### config.mk
export PLATFORM = sky130hd
export DESIGN_NAME = bcd_display_mux
export DESIGN_NICKNAME = d
export VERILOG_FILES = /design/src/rtl/bcd_disp_pkg.sv /design/src/rtl/seg7_decode.sv /design/src/rtl/bcd_display_mux.sv
export SDC_FILE = /design/constraint.sdc
export NUM_CORES = 1
export LEC_CHECK = 0
export BUFFER_PORTS_ARGS = -buffer_cell sky130_fd_sc_hd__clkbuf_2
export CAP_MARGIN = 15
export CORE_AREA = 2 2 82 45
export DETAILED_ROUTE_END_ITERATION = 7
export DIE_AREA = 0 0 84 47
export PLACE_DENSITY = 0.84
export SKIP_CTS_REPAIR_TIMING = 1
export SYNTH_ARGS = -nofsm -noshare
export SYNTH_HDL_FRONTEND = slang
export SYNTH_SLANG_ARGS = --single-unit
### constraint.sdc
create_clock -name CLK -period 2 [get_ports CLK]
set_input_delay 0 -clock CLK [delete_from_list [all_inputs] [get_ports CLK]]
set_output_delay 0 -clock CLK [all_outputs]
set_load 0.02 [all_outputs]
### src/rtl/bcd_disp_pkg.sv
// Shared constants for the two-digit 7-segment display scanner.
// All segment codes are active low, bit order {g,f,e,d,c,b,a}.
package bcd_disp_pkg;

  localparam logic [6:0] SEG_0     = 7'h40;
  localparam logic [6:0] SEG_1     = 7'h79;
  localparam logic [6:0] SEG_2     = 7'h24;
  localparam logic [6:0] SEG_3     = 7'h30;
  localparam logic [6:0] SEG_4     = 7'h19;
  localparam logic [6:0] SEG_5     = 7'h12;
  localparam logic [6:0] SEG_6     = 7'h02;
  localparam logic [6:0] SEG_7     = 7'h78;
  localparam logic [6:0] SEG_8     = 7'h00;
  localparam logic [6:0] SEG_9     = 7'h10;
  localparam logic [6:0] SEG_DASH  = 7'h3F;
  localparam logic [6:0] SEG_BLANK = 7'h7F;

  // Anode enables are active low: bit 0 = ones digit, bit 1 = tens digit.
  localparam logic [1:0] AN_OFF  = 2'b11;
  localparam logic [1:0] AN_ONES = 2'b10;
  localparam logic [1:0] AN_TENS = 2'b01;

endpackage

### src/rtl/seg7_decode.sv
// Combinational BCD to active-low 7-segment decoder. Codes 10-15 render
// as a dash, or as blank when blank_invalid is set.
module seg7_decode
  import bcd_disp_pkg::*;
(
  input  logic [3:0] code,
  input  logic       blank_invalid,
  output logic [6:0] seg
);

  // Segment lookup for one BCD digit
  always_comb begin
    seg = blank_invalid ? SEG_BLANK : SEG_DASH;
    case (code)
      4'd0:    seg = SEG_0;
      4'd1:    seg = SEG_1;
      4'd2:    seg = SEG_2;
      4'd3:    seg = SEG_3;
      4'd4:    seg = SEG_4;
      4'd5:    seg = SEG_5;
      4'd6:    seg = SEG_6;
      4'd7:    seg = SEG_7;
      4'd8:    seg = SEG_8;
      4'd9:    seg = SEG_9;
      default: seg = blank_invalid ? SEG_BLANK : SEG_DASH;
    endcase
  end

endmodule

### src/rtl/bcd_display_mux.sv
// Time-multiplexed driver for a pair of common-anode 7-segment digits.
// The digit pair is captured into shadow registers only at frame
// boundaries, so a displayed frame never mixes old and new digits.
module bcd_display_mux
  import bcd_disp_pkg::*;
#(
  parameter int REFRESH_DIV   = 100000,
  parameter bit BLANK_INVALID = 1'b0
) (
  input  logic       CLK,
  input  logic       RST_N,
  input  logic [3:0] digit_1,
  input  logic [3:0] digit_2,
  input  logic       en,
  input  logic       blank_lz,
  output logic [1:0] an,
  output logic [6:0] seg,
  output logic       frame_tick
);

  localparam int DIV_W = (REFRESH_DIV > 1) ? $clog2(REFRESH_DIV) : 1;
  localparam logic [DIV_W-1:0] DIV_LAST = DIV_W'(REFRESH_DIV - 1);

  logic [DIV_W-1:0] div;
  logic             sel;
  logic             tc;
  logic             frame_end;
  logic [3:0]       shadow_ones;
  logic [3:0]       shadow_tens;
  logic [3:0]       cur_digit;
  logic [6:0]       dec_seg;
  logic [1:0]       an_next;
  logic [6:0]       seg_next;

  assign tc        = (div == DIV_LAST);
  assign frame_end = tc && sel;
  assign cur_digit = sel ? shadow_tens : shadow_ones;

  seg7_decode u_decode (
    .code          (cur_digit),
    .blank_invalid (BLANK_INVALID),
    .seg           (dec_seg)
  );

  // Next anode/segment pattern for the slot currently selected
  always_comb begin
    an_next  = AN_ONES;
    seg_next = dec_seg;
    if (sel) begin
      if (blank_lz && (shadow_tens == 4'd0)) begin
        an_next  = AN_OFF;
        seg_next = SEG_BLANK;
      end else begin
        an_next  = AN_TENS;
      end
    end
  end

  // Slot divider, slot select and frame-synchronous shadow capture;
  // while disabled the shadows follow the inputs so enabling shows fresh data
  always_ff @(posedge CLK or negedge RST_N) begin
    if (!RST_N) begin
      div         <= '0;
      sel         <= 1'b0;
      shadow_ones <= 4'd0;
      shadow_tens <= 4'd0;
      frame_tick  <= 1'b0;
    end else if (!en) begin
      div         <= '0;
      sel         <= 1'b0;
      shadow_ones <= digit_1;
      shadow_tens <= digit_2;
      frame_tick  <= 1'b0;
    end else begin
      div        <= tc ? '0 : div + DIV_W'(1);
      frame_tick <= frame_end;
      if (tc) begin
        sel <= ~sel;
      end
      if (frame_end) begin
        shadow_ones <= digit_1;
        shadow_tens <= digit_2;
      end
    end
  end

  // Registered pin drivers; a single sel bit picks the anode, so the two
  // anodes can never be low together
  always_ff @(posedge CLK or negedge RST_N) begin
    if (!RST_N) begin
      an  <= AN_OFF;
      seg <= SEG_BLANK;
    end else if (!en) begin
      an  <= AN_OFF;
      seg <= SEG_BLANK;
    end else begin
      an  <= an_next;
      seg <= seg_next;
    end
  end

endmodule
==> out/results.ini, run 1 <==
[placement]
gp_congestion = 0.839
pre_cts_ws_ps = 117
placed_cells = 215
port_buffers = 21
dp_hpwl_mm = 2.55

[critical_path]
worst-r2r-setup-slack_ps = 100
cp-start-kind = flop
reg2reg_depth = 5
crit_type = flop to flop
critPathArrivalTime_ps = 2070
cp_max_fo = 8
cp-end-kind = flop
cp.required_ps = 2170

[route]
drc = 0
finalWirelength_mm = 3.82
ant_nets = 0
viasPerCell = 5.66
dr.first_iter.drc_count = 149
firstDrtPassIters = 4
wl_per_cell_um = 16.3
vias = 1331

[layout]
nets = 205
final_core_util = 0.656
layout_common_cells = dfrtp_1 (27), nor2_1 (21), clkbuf_2 (21)
n_antenna_cell = 0
synthToLayoutAreaGrowth_pct = 24.3
layout_commonest_cell = dfrtp_1
drive_above_1_share = 0.295
nFillCells = 253
final_cells = 235

[timing]
fmax_mhz = 526
timing.slew.headroom = 0.431
setup_violations = 0
timing.setup.tns_ps = 0
period_share = 0.951
fin_skew_ps = 6.56
final_hold_viol_count = 0
rsz0062_at_grt = no
fin_ws_ps = 98.4
maxSlewViolCount = 0
worst_slew_pin_slew_ps = 854
fin_crit_ps = 1900

[global_route]
track_usage = 0.199
grt_overflow = 0
antenna_found_initial = 0
grt_pass1_vias = 1206
grt_max_degree = 37
grt_pass1_wl_mm = 5.87

[synth]
ys_seq_area_frac = 0.532
ys_types = 29
syn_nets = 169
synth-seq-cells = 36
yosysWarningCount = 0
netlist_area_mm2 = 0.00171
syn_inst = 156
syn_avg_cell_area_um2 = 11.0

[pwr]
power_density_mw_per_mm2 = 885
total_power_mw = 1.89
leakagePower_nw = 0.881
ir_drop_v = 0.000619

[outcome]
status = complete, no violations

[clocking]
cts_tree = built
htreeDepth = 2
numCtsBuffers = 5
clockBufferDepth = 2
clock_sinks = 36
clkTransAtPathRegs_ps = 70
cts-root-buf = clkbuf_8
clock_latency_ps = 290

[floorplanning]
core_mm2 = 0.00325
rows = 15
die_y_um = 47
design.die.area_mm2 = 0.00395
ioPinCount = 22
die_width_um = 84
initial_core_util = 0.528

[run]
maxCapViolCount = 0

[worst_hold_path]
min_path_type = primary input to async pin

-- registers in the layout, indices dropped and copies added, names as in the netlist --
signal,flops
div,17
seg,7
shadow_ones,4
shadow_tens,4
an,2
frame_tick,1
sel,1
-- routing by layer --
| metal | routed length (µm) | vias up | global-route usage |
|---|---|---|---|
| li1 | - | 619 | - |
| met1 | 1810 | 646 | 0.287 |
| met2 | 1720 | 60 | 0.294 |
| met3 | 247 | 6 | 0.0510 |
| met4 | 45 | 0 | 0.0806 |
| met5 | 0 | - | 0 |
-- through the flow --
step	area (µm²)	hold WS [ps]
6_report	2130	360
5_1_grt	2130	448
4_1_cts	2010	-164
3_5_place_dp	1850	150
3_3_place_gp	1850	135
2_1_floorplan	1710	-296
-- Yosys cell counts --
library cell | count | share of area
and4bb_2 | 2 | 0.015
a21oi_1 | 4 | 0.012
xor2_1 | 4 | 0.020
o2111ai_1 | 1 | 0.0051
mux2i_1 | 3 | 0.018
o21a_1 | 1 | 0.0044
mux2_2 | 11 | 0.072
nand4_4 | 1 | 0.012
o21ai_4 | 1 | 0.0095
nor2_1 | 21 | 0.046
nand2_1 | 13 | 0.028
nor4b_4 | 1 | 0.014
nand4_1 | 5 | 0.018
a31oi_1 | 1 | 0.0037
xnor2_1 | 12 | 0.061
buf_2 | 3 | 0.0088
o22ai_1 | 2 | 0.0073
and3_1 | 1 | 0.0037
nor4_1 | 6 | 0.022
nand3_1 | 8 | 0.023
dfrtp_1 | 27 | 0.39
and4_2 | 1 | 0.0058
nor3_1 | 6 | 0.018
clkbuf_2 | 1 | 0.0029
inv_1 | 4 | 0.0088
mux2_1 | 1 | 0.0066
dfstp_2 | 9 | 0.14
ha_1 | 1 | 0.0073
o21ai_0 | 5 | 0.015
-- area by class of cell --
cell class,instances,area [µm²],share of cell area
flip-flops and latches,36,912,0.428
repair buffers,33,223,0.105
well taps,42,52.6,0.0247
clock inverters,3,90.1,0.0423
multi-input cells,112,769,0.361
inverters,4,15.0,0.00705
clock buffers,5,68.8,0.0323
-- kinds of logic (layout without fill, tap and decap cells) --
family / Yosys count / after routing / share of synthesized area
flip-flops: 36 / 36 / 0.532
multiplexers: 15 / 15 / 0.0964
AND/OR/NAND/NOR: 65 / 65 / 0.206
XOR/XNOR: 16 / 16 / 0.0817
AO/OA/AOI/OAI: 15 / 15 / 0.0562
adder cells (fa/ha/maj): 1 / 1 / 0.00730
buffers and inverters: 8 / 45 / 0.0204
-- where the power goes --
part	switching, mW	internal [mW]	total [mW]
Sequential	0.0271	0.776	0.803
Combinational	0.112	0.0804	0.192
Clock	0.268	0.624	0.892
Total	0.407	1.48	1.89
-- final timing paths --
check | from | to
max in group asynchronous | RST_N | div[5]$_DFF_PN0_
worst min-delay path | RST_N | div[1]$_DFF_PN0_
worst max-delay path | div[0]$_DFF_PN0_ | shadow_ones[0]$_DFFE_PN0P_
worst max register to register | div[0]$_DFF_PN0_ | shadow_ones[0]$_DFFE_PN0P_
min in group CLK | digit_1[3] | shadow_ones[3]$_DFFE_PN0P_
worst min register to register | shadow_tens[3]$_DFFE_PN0P_ | shadow_tens[3]$_DFFE_PN0P_
-- worst max-delay path: stages (launching register included) --
cell     delay (ps)
dfrtp_1         380
ha_2            230
and4_2          290
nand4_4         170
o21ai_4         340
mux2_2          380
No activity file was read; power rests on OpenSTA's default activity.
==> inputs of run 2 (changes only) <==
- MAX_ROUTING_LAYER: not set -> met4
- RECOVER_POWER: not set -> 100
==> run 2 against run 1 <==
- final area fell by 0.59%
- sequential power barely moved
- global-route usage rose by 0.73 points
- via count rose by 1.5%
- combinational power fell by 3%
- die area did not move
- critical path type unchanged
- critical endpoint unchanged
==> out/results.ini, run 2 (synthesis results as in run 1) <==
[layout]
n_antenna_cell = 0  ; unchanged
final_cells = 235  ; unchanged
synthToLayoutAreaGrowth_pct = 23.6  ; was 24.3%
largest_register_ffs = 17  ; unchanged
fin_area_mm2 = 0.00212  ; was 0.00213 mm²
nFillCells = 255  ; was 253
nets = 205  ; unchanged
layout_common_cells = dfrtp_1 (27), nor2_1 (21), nand2_1 (13)  ; was dfrtp_1 (27), nor2_1 (21), clkbuf_2 (21)
top_regs = div (17), seg (7)  ; unchanged
drive_above_1_share = 0.238  ; was 0.295
regMostFlops = div  ; unchanged
layout_commonest_cell = dfrtp_1  ; unchanged

[route]
viasPerCell = 5.75  ; was 5.66
finalWirelength_mm = 3.80  ; was 3.82 mm
wl_per_cell_um = 16.2  ; was 16.3 µm
firstDrtPassIters = 4  ; unchanged
dr.first_iter.drc_count = 149  ; unchanged
drc = 0  ; unchanged
ant_nets = 0  ; unchanged
vias = 1351  ; was 1331

[placement]
pre_cts_ws_ps = 117  ; unchanged
gp_congestion = 0.852  ; was 0.839
placed_cells = 215  ; unchanged
place_area_mm2 = 0.00185  ; unchanged
port_buffers = 21  ; unchanged
dp_hpwl_mm = 2.55  ; unchanged

[clocking]
cts_tree = built  ; unchanged
htreeDepth = 2  ; unchanged
numCtsBuffers = 5  ; unchanged
cts-root-buf = clkbuf_8  ; unchanged
clkTransAtPathRegs_ps = 70  ; about the same
clockBufferDepth = 2  ; unchanged
clock_latency_ps = 290  ; about the same
clock_sinks = 36  ; unchanged

[timing]
period_share = 0.950  ; was 0.951
worst_slew_pin_slew_ps = 856  ; was 854 ps
final_hold_viol_count = 0  ; unchanged
timing.setup.tns_ps = 0  ; unchanged
fin_ws_ps = 99.4  ; was 98.4 ps
maxSlewViolCount = 0  ; unchanged
fin_skew_ps = 4.77  ; was 6.56 ps
timing.slew.headroom = 0.430  ; was 0.431
rsz0062_at_grt = no  ; unchanged
setup_violations = 0  ; unchanged
fin_crit_ps = 1900  ; about the same
fmax_mhz = 526  ; about the same

[critical_path]
cp.required_ps = 2170  ; about the same
cp-start-kind = flop  ; unchanged
critPathArrivalTime_ps = 2070  ; about the same
cp_max_fo = 8  ; unchanged
cp-end-kind = flop  ; unchanged
worst-r2r-setup-slack_ps = 100  ; about the same
crit_type = flop to flop  ; unchanged

[floorplanning]
design.die.area_mm2 = 0.00395  ; unchanged
ioPinCount = 22  ; unchanged
core_mm2 = 0.00325  ; unchanged
die_y_um = 47  ; unchanged
rows = 15  ; unchanged
die_width_um = 84  ; unchanged
initial_core_util = 0.528  ; unchanged

[pwr]
leakagePower_nw = 0.853  ; was 0.881 nW
switching_power_mw = 0.400  ; was 0.407 mW
p_int_mw = 1.48  ; about the same
p_sw_frac = 0.213  ; was 0.216
combPwrFrac = 0.100  ; was 0.102
seqPwrFrac = 0.428  ; was 0.426
power_density_mw_per_mm2 = 885  ; about the same
ir_drop_v = 0.000618  ; was 0.000619 V
power.share.clock = 0.472  ; was 0.473

[outcome]
status = complete, no violations  ; unchanged

[worst_hold_path]
min_path_type = primary input to async pin  ; unchanged

[global_route]
grtUsageMet1 = 0.288  ; was 0.287
grt_overflow = 0  ; unchanged
grt_busiest_layer = met2  ; unchanged
grt_max_degree = 37  ; unchanged
met3_usage = 0.0492  ; was 0.0510
antenna_found_initial = 0  ; unchanged
track_usage = 0.206  ; was 0.199
grt_pass1_wl_mm = 5.87  ; about the same
grt_pass1_vias = 1209  ; was 1206
grt.met2_usage = 0.294  ; unchanged

[run]
maxCapViolCount = 0  ; unchanged

==> run 2: path summary, 6_finish.rpt <==
| check | from | to | cells past startpoint |
|---|---|---|---|
| max reg2reg | div[0]$_DFF_PN0_ | shadow_ones[0]$_DFFE_PN0P_ | 5 |
| max | div[0]$_DFF_PN0_ | shadow_ones[0]$_DFFE_PN0P_ | 5 |
| min in group CLK | digit_1[3] | shadow_ones[3]$_DFFE_PN0P_ | 3 |
| min | RST_N | div[9]$_DFF_PN0_ | 2 |
| min reg2reg | shadow_tens[3]$_DFFE_PN0P_ | shadow_tens[3]$_DFFE_PN0P_ | 1 |
| max in group asynchronous | RST_N | div[5]$_DFF_PN0_ | 2 |
==> run 2: worst max-delay path, cell delays in order, from the launching register on <==
cell	delay [ps]
dfrtp_1	380
ha_2	230
and4_2	290
nand4_4	160
o21ai_4	330
mux2_2	380
==> run 2: per-layer routing <==
metal / vias up / routed length, µm
met5: - / 0
met4: 0 / 32
met3: 5 / 288
met2: 69 / 1730
met1: 654 / 1750
li1: 623 / -
==> run 2: power by group through the flow <==
| stage | registers, mW | clock network, mW | logic [mW] |
|---|---|---|---|
| after CTS | 0.802 | 0.893 | 0.170 |
| final | 0.803 | 0.886 | 0.187 |
| after detailed placement | 0.815 | 0 | 0.168 |
| after global routing | 0.806 | 0.927 | 0.207 |
| after floorplan | 0.827 | 0 | 0.0912 |
| after global placement | 0.811 | 0 | 0.160 |
==> run 2: area by class of cell <==
class                           count  area, µm²  area share
Sequential cell                    36        912       0.431
Multi-Input combinational cell    112        769       0.363
Timing Repair Buffer               33        210      0.0992
Clock inverter                      3       90.1      0.0425
Clock buffer                        5       68.8      0.0325
Tap cell                           42       52.6      0.0248
Inverter                            4       15.0     0.00709
==> run 2: metrics by stage <==
stage	hold WS (ps)	power, mW	utilization
after global routing	448	1.94	0.652
after global placement	135	0.972	0.570
after detailed placement	150	0.983	0.570
final	364	1.88	0.652
after CTS	-164	1.86	0.619
after floorplan	-296	0.919	-
==> inputs of run 3 (changes only) <==
- CORE_AREA: 2 2 82 45 -> 2 2 79 43
- DIE_AREA: 0 0 84 47 -> 0 0 81 45
- PLACE_DENSITY: 0.84 -> 0.9
- SKIP_CTS_REPAIR_TIMING: 1 -> not set
- clock period: 2 -> 2.3 ns (I/O delays scaled with it)
==> run 3 against run 2 <==
- sequential power down 13%
- clock skew increased by 2.2 ps
- clock power is 38% lower
- routed wire length is 7.0% lower
- utilization rose by 5.5 points
- non-clock buffer count unchanged
- critical path depth stayed put
- die area down 7.7%
- combinational power decreased by 14%
- clock-buffer cell count grew 1
- total power fell by 25%
- largest power group is now registers
- highest routed layer unchanged
==> out/results.ini, run 3 (synthesis results as in run 1) <==
[outcome]
status = complete, no violations  ; unchanged

[run]
maxCapViolCount = 0  ; unchanged

[global_route]
grt_max_degree = 37  ; unchanged
grt_pass1_vias = 1304  ; was 1209
grt_overflow = 0  ; unchanged
track_usage = 0.231  ; was 0.206
antenna_found_initial = 0  ; unchanged
grt_pass1_wl_mm = 5.84  ; was 5.87 mm

[critical_path]
crit_family = simple AND/OR/NAND/NOR gates  ; unchanged
cp_max_fo = 8  ; unchanged
critPathCapture = shadow_tens[0]$_DFFE_PN0P_  ; was shadow_ones[0]$_DFFE_PN0P_
crit_type = flop to flop  ; unchanged
worst-path-stages = 5  ; unchanged
cp-startpoint = div[0]$_DFF_PN0_  ; unchanged
cp-end-kind = flop  ; unchanged
critPathArrivalTime_ps = 2160  ; was 2070 ps
cp_cell_sequence = ha_1, and4_1, nand4_4, o21ai_2, mux2_2  ; was ha_2, and4_2, nand4_4, o21ai_4, mux2_2
timing.rr.end = shadow_tens[0]$_DFFE_PN0P_  ; was shadow_ones[0]$_DFFE_PN0P_
max_stage_delay_ps = 390  ; was 380 ps
crit_path_top_delay_cell = dfrtp_1  ; unchanged
cp.required_ps = 2480  ; was 2170 ps
critPathBufInv = 0  ; unchanged
cp-start-kind = flop  ; unchanged
worst-r2r-setup-slack_ps = 310  ; was 100 ps
reg2reg_depth = 5  ; unchanged
r2r_start = div[0]$_DFF_PN0_  ; unchanged

[placement]
gp_congestion = 0.814  ; was 0.852
pre_cts_ws_ps = 418  ; was 117 ps
dp_hpwl_mm = 2.26  ; was 2.55 mm
port_buffers = 21  ; unchanged

[layout]
top_regs = div (17), seg (7)  ; unchanged
n_antenna_cell = 0  ; unchanged
largest_register_ffs = 17  ; unchanged
drive_above_1_share = 0.223  ; was 0.238
synthToLayoutAreaGrowth_pct = 19.9  ; was 23.6%
layout_commonest_cell = dfrtp_1  ; unchanged
nets = 205  ; unchanged
regMostFlops = div  ; unchanged
layout_common_cells = dfrtp_1 (27), nor2_1 (21), nand2_1 (13)  ; unchanged

[route]
dr.first_iter.drc_count = 107  ; was 149
drc = 0  ; unchanged
ant_nets = 0  ; unchanged
wl_per_cell_um = 15.2  ; was 16.2 µm
viasPerCell = 5.67  ; was 5.75
vias = 1321  ; was 1351
finalWirelength_mm = 3.54  ; was 3.80 mm
firstDrtPassIters = 4  ; unchanged

[timing]
timing.slew.headroom = 0.424  ; was 0.430
worst_slew_pin_slew_ps = 864  ; was 856 ps
finalHoldWorstSlack_ps = 396  ; was 364 ps
fin_crit_ps = 1990  ; was 1900 ps
fin_ws_ps = 313  ; was 99.4 ps
timing.setup.tns_ps = 0  ; unchanged
setup_violations = 0  ; unchanged
maxSlewViolCount = 0  ; unchanged
fmax_mhz = 503  ; was 526 MHz
rsz0062_at_grt = no  ; unchanged
fin_skew_ps = 6.99  ; was 4.77 ps
final_hold_viol_count = 0  ; unchanged
period_share = 0.864  ; was 0.950

[floorplanning]
core_mm2 = 0.00291  ; was 0.00325 mm²
rows = 14  ; was 15
design.die.area_mm2 = 0.00365  ; was 0.00395 mm²
die_width_um = 81  ; was 84 µm
initial_core_util = 0.590  ; was 0.528
die_y_um = 45  ; was 47 µm
ioPinCount = 22  ; unchanged

[pwr]
combPwrFrac = 0.115  ; was 0.100
total_power_mw = 1.40  ; was 1.88 mW
power.share.clock = 0.389  ; was 0.472
power_density_mw_per_mm2 = 681  ; was 885 mW/mm²
ir_drop_v = 0.000497  ; was 0.000618 V
p_int_mw = 1.06  ; was 1.48 mW
seqPwrFrac = 0.496  ; was 0.428
leakagePower_nw = 0.827  ; was 0.853 nW
switching_power_mw = 0.341  ; was 0.400 mW
p_sw_frac = 0.243  ; was 0.213

[clocking]
hold_buffers = 12
clkTransAtPathRegs_ps = 70  ; about the same
htreeDepth = 2  ; unchanged
numCtsBuffers = 5  ; unchanged
post_cts_resized = 0
cts-root-buf = clkbuf_8  ; unchanged
clockBufferDepth = 2  ; unchanged
clock_sinks = 36  ; unchanged
clock_latency_ps = 290  ; about the same
postCtsSetupBuffers = 0
cts_tree = built  ; unchanged

[worst_hold_path]
min_path_type = primary input to async pin  ; unchanged

-- run 3: metal layers --
layer	share of wire	vias up	track usage
li1	-	631	-
met1	0.42	636	0.268
met2	0.51	46	0.354
met3	0.056	8	0.0960
met4	0.020	0	0.112
met5	0	-	-
-- run 3: final cells by class --
type,count,area [µm²]
flip-flops and latches,36,912
fillers,196,852
multi-input cells,112,758
repair buffers,33,213
clock buffers,6,72.6
well taps,40,50.0
clock inverters,2,35.0
inverters,4,15.0
-- run 3: power groups by stage --
stage	sequential [mW]	combinational, mW	clock [mW]
detailed placement	0.706	0.145	0
floorplan	0.719	0.0793	0
CTS	0.694	0.162	0.554
global route	0.700	0.175	0.574
finish	0.695	0.161	0.545
global placement	0.704	0.139	0
-- run 3: how the worst min path moves through the flow --
stage,endpoint,from
floorplan,div[0]$_DFF_PN0_,RST_N
global placement,shadow_ones[3]$_DFFE_PN0P_,RST_N
detailed placement,shadow_ones[3]$_DFFE_PN0P_,RST_N
CTS,shadow_ones[3]$_DFFE_PN0P_,RST_N
global route,shadow_tens[2]$_DFFE_PN0P_,RST_N
finish,shadow_ones[3]$_DFFE_PN0P_,RST_N
-- run 3: per-stage QoR --
stage	area (µm²)	utilization	instances
after floorplan	1710	-	156
after global placement	1850	0.636	213
after detailed placement	1850	0.636	213
after CTS	2080	0.714	233
after global routing	2060	0.707	233
final	2060	0.707	233
